**src/rtl/serdes_epcs3_link_ctrl.sv**
```systemverilog
`default_nettype none
// ============================================================================
// Module  : serdes_epcs3_link_ctrl
// Brief   : Power-down/reset sequencing and link supervision for SERDES_IF
//           EPCS lane 3. Optional counters: SERDES_EPCS3_LINK_STATS_EN.
// Revision: 1.0 - initial release
// ============================================================================
module serdes_epcs3_link_ctrl #(
  parameter int RESET_CYCLES     = 16,
  parameter int READY_TIMEOUT    = 65535,
  parameter int SETTLE_CYCLES    = 32,
  parameter int IDLE_LOSS_CYCLES = 1024,
  parameter int MAX_RETRIES      = 3
) (
  input  logic        APB_S_PCLK,
  input  logic        APB_S_PRESET_N,
  input  logic        link_en,
  input  logic        EPCS_3_READY,
  input  logic        EPCS_3_TX_CLK_STABLE,
  input  logic        EPCS_3_RX_IDLE,
  output logic        EPCS_3_PWRDN,
  output logic        EPCS_3_RESET_N,
  output logic        EPCS_3_TX_VAL,
  output logic        link_up,
  output logic        link_fail,
`ifdef SERDES_EPCS3_LINK_STATS_EN
  output logic [15:0] link_loss_cnt,
  output logic [15:0] timeout_cnt,
`endif
  output logic [2:0]  state
);

  localparam int CNT_W = 16;

  localparam logic [CNT_W-1:0] c_rst_last    = CNT_W'(RESET_CYCLES - 1);
  localparam logic [CNT_W-1:0] c_tmo_last    = CNT_W'(READY_TIMEOUT - 1);
  localparam logic [CNT_W-1:0] c_settle_last = CNT_W'(SETTLE_CYCLES - 1);
  localparam logic [CNT_W-1:0] c_idle_last   = CNT_W'(IDLE_LOSS_CYCLES - 1);
  localparam logic [3:0]       c_max_retries = 4'(MAX_RETRIES);

  typedef enum logic [2:0] {
    S_OFF      = 3'd0,
    S_RST      = 3'd1,
    S_WAIT_RDY = 3'd2,
    S_SETTLE   = 3'd3,
    S_UP       = 3'd4,
    S_RETRY    = 3'd5,
    S_FAIL     = 3'd6,
    S_BAD      = 3'd7
  } state_t;

  state_t           state_q, state_d;
  logic [CNT_W-1:0] cnt_q, cnt_d;
  logic [3:0]       retry_q, retry_d;
  logic [2:0]       sync1_q, sync2_q;
  logic             pwrdn_q, pwrdn_d;
  logic             rstn_q, rstn_d;
  logic             txval_q, txval_d;
  logic             up_q, up_d;
  logic             fail_q, fail_d;

  logic             w_ready_s, w_stable_s, w_idle_s, w_lane_ok;

  // Bit 0 READY, bit 1 TX_CLK_STABLE, bit 2 RX_IDLE.
  always_ff @(posedge APB_S_PCLK or negedge APB_S_PRESET_N) begin
    if (!APB_S_PRESET_N) begin
      sync1_q <= '0;
      sync2_q <= '0;
    end else begin
      sync1_q <= {EPCS_3_RX_IDLE, EPCS_3_TX_CLK_STABLE, EPCS_3_READY};
      sync2_q <= sync1_q;
    end
  end

  assign w_ready_s  = sync2_q[0];
  assign w_stable_s = sync2_q[1];
  assign w_idle_s   = sync2_q[2];
  assign w_lane_ok  = w_ready_s & w_stable_s;

  always_comb begin
    state_d = state_q;
    if (!link_en) begin
      state_d = S_OFF;
    end else begin
      case (state_q)
        S_OFF:      state_d = S_RST;
        S_RST:      if (cnt_q == c_rst_last) state_d = S_WAIT_RDY;
        S_WAIT_RDY: begin
          // Lane coming ready beats a simultaneous timeout.
          if (w_lane_ok)                state_d = S_SETTLE;
          else if (cnt_q == c_tmo_last) state_d = S_RETRY;
        end
        S_SETTLE: begin
          if (!w_lane_ok)                  state_d = S_RETRY;
          else if (cnt_q == c_settle_last) state_d = S_UP;
        end
        S_UP: begin
          if (!w_lane_ok)                             state_d = S_RETRY;
          else if (w_idle_s && (cnt_q == c_idle_last)) state_d = S_RETRY;
        end
        S_RETRY: begin
          if ((retry_q + 4'd1) == c_max_retries) state_d = S_FAIL;
          else                                   state_d = S_RST;
        end
        S_FAIL:  state_d = S_FAIL;
        default: state_d = S_OFF;
      endcase
    end
  end

  // One shared timer; in UP it doubles as the saturating RX idle run length.
  always_comb begin
    cnt_d = '0;
    if (state_d == state_q) begin
      case (state_q)
        S_RST, S_WAIT_RDY, S_SETTLE: cnt_d = cnt_q + 16'd1;
        S_UP: begin
          if (w_idle_s) cnt_d = (cnt_q == '1) ? cnt_q : cnt_q + 16'd1;
        end
        default: cnt_d = '0;
      endcase
    end
  end

  always_comb begin
    retry_d = retry_q;
    if (!link_en) begin
      retry_d = '0;
    end else if ((state_d == S_UP) && (state_q != S_UP)) begin
      retry_d = '0;
    end else if (state_q == S_RETRY) begin
      retry_d = retry_q + 4'd1;
    end
  end

  always_comb begin
    pwrdn_d = 1'b0;
    rstn_d  = 1'b0;
    txval_d = 1'b0;
    up_d    = 1'b0;
    fail_d  = 1'b0;
    case (state_d)
      S_OFF:                pwrdn_d = 1'b1;
      S_RST:                rstn_d  = 1'b0;
      S_WAIT_RDY, S_SETTLE: rstn_d  = 1'b1;
      S_UP: begin
        rstn_d  = 1'b1;
        txval_d = 1'b1;
        up_d    = 1'b1;
      end
      S_RETRY:              rstn_d  = 1'b0;
      S_FAIL: begin
        pwrdn_d = 1'b1;
        fail_d  = 1'b1;
      end
      default:              pwrdn_d = 1'b1;
    endcase
  end

  always_ff @(posedge APB_S_PCLK or negedge APB_S_PRESET_N) begin
    if (!APB_S_PRESET_N) begin
      state_q <= S_OFF;
      cnt_q   <= '0;
      retry_q <= '0;
      pwrdn_q <= 1'b1;
      rstn_q  <= 1'b0;
      txval_q <= 1'b0;
      up_q    <= 1'b0;
      fail_q  <= 1'b0;
    end else begin
      state_q <= state_d;
      cnt_q   <= cnt_d;
      retry_q <= retry_d;
      pwrdn_q <= pwrdn_d;
      rstn_q  <= rstn_d;
      txval_q <= txval_d;
      up_q    <= up_d;
      fail_q  <= fail_d;
    end
  end

  assign EPCS_3_PWRDN   = pwrdn_q;
  assign EPCS_3_RESET_N = rstn_q;
  assign EPCS_3_TX_VAL  = txval_q;
  assign link_up        = up_q;
  assign link_fail      = fail_q;
  assign state          = state_q;

`ifdef SERDES_EPCS3_LINK_STATS_EN
  logic [15:0] loss_q, tmo_q;
  logic        w_loss_evt, w_tmo_evt;

  assign w_loss_evt = (state_q == S_UP) && (state_d == S_RETRY);
  assign w_tmo_evt  = (state_q == S_WAIT_RDY) && (state_d == S_RETRY);

  always_ff @(posedge APB_S_PCLK or negedge APB_S_PRESET_N) begin
    if (!APB_S_PRESET_N) begin
      loss_q <= '0;
      tmo_q  <= '0;
    end else begin
      if (w_loss_evt && (loss_q != 16'hFFFF)) loss_q <= loss_q + 16'd1;
      if (w_tmo_evt && (tmo_q != 16'hFFFF))   tmo_q  <= tmo_q + 16'd1;
    end
  end

  assign link_loss_cnt = loss_q;
  assign timeout_cnt   = tmo_q;
`else
  // Statistics counters not built.
`endif

endmodule
`default_nettype wire

```
**config.mk**
```make
export PLATFORM = sky130hd
export DESIGN_NAME = serdes_epcs3_link_ctrl
export DESIGN_NICKNAME = d
export VERILOG_FILES = /design/src/rtl/serdes_epcs3_link_ctrl.sv
export SDC_FILE = /design/constraint.sdc
export NUM_CORES = 1
export LEC_CHECK = 0
export CORE_UTILIZATION = 35
export CTS_CLUSTER_SIZE = 14
export DETAILED_ROUTE_END_ITERATION = 10
export PLACE_DENSITY = 0.52
export SETUP_SLACK_MARGIN = 0.1
export SYNTH_ARGS = -nofsm -noshare
export SYNTH_HDL_FRONTEND = slang
export SYNTH_SLANG_ARGS = --single-unit
```
**constraint.sdc**
```tcl
create_clock -name APB_S_PCLK -period 2.3 [get_ports APB_S_PCLK]
set_clock_uncertainty 0.1 [all_clocks]
set_input_delay 0.46 -clock APB_S_PCLK [delete_from_list [all_inputs] [get_ports APB_S_PCLK]]
set_output_delay 0.46 -clock APB_S_PCLK [all_outputs]
set_load 0.02 [all_outputs]
```
==> tab_implementation.tex <==
\begin{tabular}{lr}
\hline
Metric & Value \\
\hline
\multicolumn{2}{l}{\textbf{Final layout}} \\
Growth of design area from synthesis to finish & 35.45\% \\
Number of cells in the finished layout apart from fillers & 332 \\
Proportion of layout cells with a drive suffix above 1 & 29.39\% \\
Most frequent cells in the layout & sky130\_fd\_sc\_hd\_\_buf\_4, sky130\_fd\_sc\_hd\_\_dfrtp\_1, sky130\_fd\_sc\_hd\_\_nand2\_1 \\
Leading cell type in the layout, fill and taps excluded & sky130\_fd\_sc\_hd\_\_buf\_4 \\
Net count reported at finish & 271 \\
Number of fillers in the final layout & 486 \\
Multi-input gate area & 1165 sq um \\
Sequential cell area in the final layout & 829.5 sq um \\
Antenna diode count & 0 \\
\multicolumn{2}{l}{\textbf{Detailed routing}} \\
Total number of vias & 1801 \\
Violation count after the first detailed-routing iteration & 135 \\
Total routed wirelength & 5.070 mm \\
DR vias/cell & 5.425 \\
Final antenna-violating net count & 0 \\
Average routed wire per standard cell & 15.27 um \\
Router iterations before antenna repair & 4 \\
DR DRC count & 0 \\
\multicolumn{2}{l}{\textbf{Timing}} \\
Setup TNS Final & -0.8452 ns \\
Final Hold Vio Count & 0 \\
Final Cycle Share & 102.8\% \\
Least-Margin Pin Slew & 0.5041 ns \\
Headroom to the max-slew limit & 66.09\% \\
Final min period & 2.364 ns \\
Final worst-path setup slack & -0.06354 ns \\
Max-slew violation count & 0 \\
Setup repair after global routing missed its margin & yes \\
Count of final setup violators & 21 \\
Max frequency & 0.4231 GHz \\
\multicolumn{2}{l}{\textbf{Yosys}} \\
Register area share after synthesis & 42.76\% \\
Area share of the leading cell type in the synthesized netlist & 41.40\% \\
Number of warnings printed during yosys synthesis & 0 \\
Number of synthesized flops with an enable pin & 0 \\
Instance count of the mapped netlist & 213 \\
Most used DFF post-synth & sky130\_fd\_sc\_hd\_\_dfrtp\_1 \\
Largest area contributor in the synthesized netlist & sky130\_fd\_sc\_hd\_\_dfrtp\_1 \\
Number of nets produced by synthesis & 223 \\
Proportion of synthesized flip-flops having asynchronous set or reset & 100.0\% \\
Netlist cell types & 47 \\
Average size of a mapped cell & 9.081 sq um \\
Mapped Area & 1934 sq um \\
Total of flip-flops plus latches after synthesis & 33 \\
Top cells by area in the synthesized netlist & sky130\_fd\_sc\_hd\_\_dfrtp\_1, sky130\_fd\_sc\_hd\_\_nor3\_1, sky130\_fd\_sc\_hd\_\_xnor2\_1, sky130\_fd\_sc\_hd\_\_nand2\_1, sky130\_fd\_sc\_hd\_\_a21oi\_1 \\
\multicolumn{2}{l}{\textbf{Floorplanning}} \\
Boundary Pins & 14 \\
Floorplan die area & 5828 sq um \\
Std-Cell Rows & 26 \\
Core area & 5205 sq um \\
Starting utilization of the core area & 37.16\% \\
Horizontal die dimension & 76.34 um \\
Height of the die & 76.34 um \\
\multicolumn{2}{l}{\textbf{Setup path}} \\
Register-to-Register Path Depth & 6 \\
Critical-path cell list & or4\_4 -> nor4\_4 -> a31oi\_2 -> a211oi\_4 -> o21a\_2 -> nor3\_1 \\
Crit path buf inv count & 0 \\
Slowest Stage Delay on Critical Path & 0.56 ns \\
Data required time at the worst endpoint & 2.36 ns \\
CP Launch Type & flip-flop \\
Kind of capture point of the worst setup path & flip-flop \\
Cell family with most CP delay & simple AND/OR/NAND/NOR gates \\
Crit-path slowest cell & sky130\_fd\_sc\_hd\_\_or4\_4 \\
Crit. path cell count & 6 \\
Worst Setup Path Type & reg -> reg \\
Arrival time at the worst endpoint & 2.42 ns \\
Highest net fanout along the worst path & 8 \\
\multicolumn{2}{l}{\textbf{Clock tree}} \\
Clock latency of the later-clocked register in the worst-skew pair & 0.28 ns \\
TritonCTS clock tree & yes \\
Clock sinks & 33 \\
Bufs on Longest Clock Path & 2 \\
Clock input transition at the sequential cells of the worst setup and hold paths & 0.07 ns \\
Number of H-tree levels & 2 \\
Cts bufs inserted & 5 \\
Clock root buffer & sky130\_fd\_sc\_hd\_\_clkbuf\_8 \\
\multicolumn{2}{l}{\textbf{Placement}} \\
Estimated wirelength of the detail-placed design & 3.530 mm \\
Routability congestion estimate & 0.8189 \\
Placed Cells & 319 \\
Number of input and output port buffers inserted & 13 \\
\multicolumn{2}{l}{\textbf{Power and ir drop}} \\
Overall power of the completed layout & 0.001202 W \\
Power per unit of standard cell area & 458.8 nW/um\^{}2 \\
Max VDD drop & 0.0003193 V \\
Leak pwr & 1.053 nW \\
\multicolumn{2}{l}{\textbf{GRT}} \\
Wire length of the first global-routing pass & 8.280 mm \\
Number of antenna violations at the first check in global routing & 0 \\
Overall Global Routing Usage & 18.08\% \\
Maximum number of pins on one net before global-route repair & 34 \\
Remaining global-route overflow & 0 \\
Vias in the first global route & 1691 \\
\multicolumn{2}{l}{\textbf{Min path}} \\
Type of the tightest min-delay check & reg -> reg \\
Count of cells along the worst hold path & 0 \\
\multicolumn{2}{l}{\textbf{Status}} \\
Failing checks & negative setup slack \\
Status & finished with violations \\
\multicolumn{2}{l}{\textbf{Flow run}} \\
Max Cap Violations & 0 \\
\hline
\end{tabular}
worst register-to-register path, cell delays in order, from the launching register on:
cell and delay, ns:
sky130_fd_sc_hd__dfrtp_1 0.40, sky130_fd_sc_hd__or4_4 0.56, sky130_fd_sc_hd__nor4_4 0.32, sky130_fd_sc_hd__a31oi_2 0.15
sky130_fd_sc_hd__a211oi_4 0.31, sky130_fd_sc_hd__o21a_2 0.31, sky130_fd_sc_hd__nor3_1 0.09
metrics by stage:
step	hold slack [ns]	utilization [%]	setup slack, ns	cell area [sq um]
floorplan	0.06441	-	0.04882	1972
global placement	0.2317	45.79	-0.05469	2384
detailed placement	0.2347	45.79	-0.05053	2384
CTS	0.2500	47.88	-0.04176	2492
global route	0.2627	50.34	-0.1496	2620
finish	0.2480	50.34	-0.06354	2620
synth_stat cells (3+ instances only):
cell type and n:
sky130_fd_sc_hd__nand2_1 23, sky130_fd_sc_hd__or4_1 4, sky130_fd_sc_hd__xnor2_1 11, sky130_fd_sc_hd__and3_1 6, sky130_fd_sc_hd__nand4_1 7, sky130_fd_sc_hd__and2_1 3, sky130_fd_sc_hd__dfrtp_1 32, sky130_fd_sc_hd__clkbuf_1 7
sky130_fd_sc_hd__a21oi_1 14, sky130_fd_sc_hd__a31oi_1 3, sky130_fd_sc_hd__nand3_1 11, sky130_fd_sc_hd__ha_1 4, sky130_fd_sc_hd__nor3_1 20, sky130_fd_sc_hd__inv_1 4, sky130_fd_sc_hd__nor2_1 14, sky130_fd_sc_hd__nand3b_1 3
sky130_fd_sc_hd__nor4_1 8, sky130_fd_sc_hd__o21ai_0 4
path summary, 6_finish.rpt:
path	start	endpoint	slack, ns
worst max register to register	cnt_q[9]	cnt_q[10]	-0.06
worst min-delay path	sync1_q[2]	sync2_q[2]	0.25
worst min register to register	sync1_q[2]	sync2_q[2]	0.25
worst max-delay path	cnt_q[9]	cnt_q[10]	-0.06
max in group asynchronous	APB_S_PRESET_N	EPCS_3_PWRDN	1.28
min in group asynchronous	APB_S_PRESET_N	cnt_q[14]	0.49
flip-flops by register name, summed over array words and instances, names as in the netlist:
name,cells
sync2_q,3
link_up,1
retry_q,4
cnt_q,16
sync1_q,3
state,3
EPCS_3_RESET_N,1
EPCS_3_PWRDN,1
link_fail,1
logic make-up (layout without fill, tap and decap cells):
family / Yosys count / count (layout) / share of synthesized area (%)
multiplexers: 2 / 2 / 1.035
buffers and inverters: 15 / 63 / 3.622
flip-flops: 33 / 33 / 42.76
XOR/XNOR: 13 / 13 / 5.886
adder cells (fa/ha/maj): 4 / 4 / 2.587
AO/OA/AOI/OAI: 35 / 36 / 12.68
AND/OR/NAND/NOR: 111 / 111 / 31.44
where the power goes:
part           internal (W)  switching [W]
combinational     0.0000486      0.0000792
sequential         0.000591     0.00000686
clock              0.000270       0.000206
total              0.000910       0.000292
final cells by class:
| cell class | count | area share [%] |
|---|---|---|
| Sequential cell | 33 | 31.66 |
| Clock inverter | 1 | 0.1910 |
| Tap cell | 70 | 3.343 |
| Multi-Input combinational cell | 166 | 44.46 |
| Clock buffer | 7 | 3.677 |
| Timing Repair Buffer | 51 | 16.00 |
| Inverter | 4 | 0.6686 |
metal layers:
metal  wire length (um)  part of all wire [%]  GRT usage, %
met4                 21                  0.41         6.154
met1               2433                    48         24.73
met2               2406                    47         28.38
met5                  0                     0             0
met3                208                   4.1         3.713
repair_timing:
action	4_1_cts	5_1_grt
gates cloned	0	1
pin swaps	4	10
hold buffers	0	0
setup endpoints to repair	22	26
buffers inserted	0	4
resized for setup	2	21
Note: power is estimated with default switching activity, not from simulation.
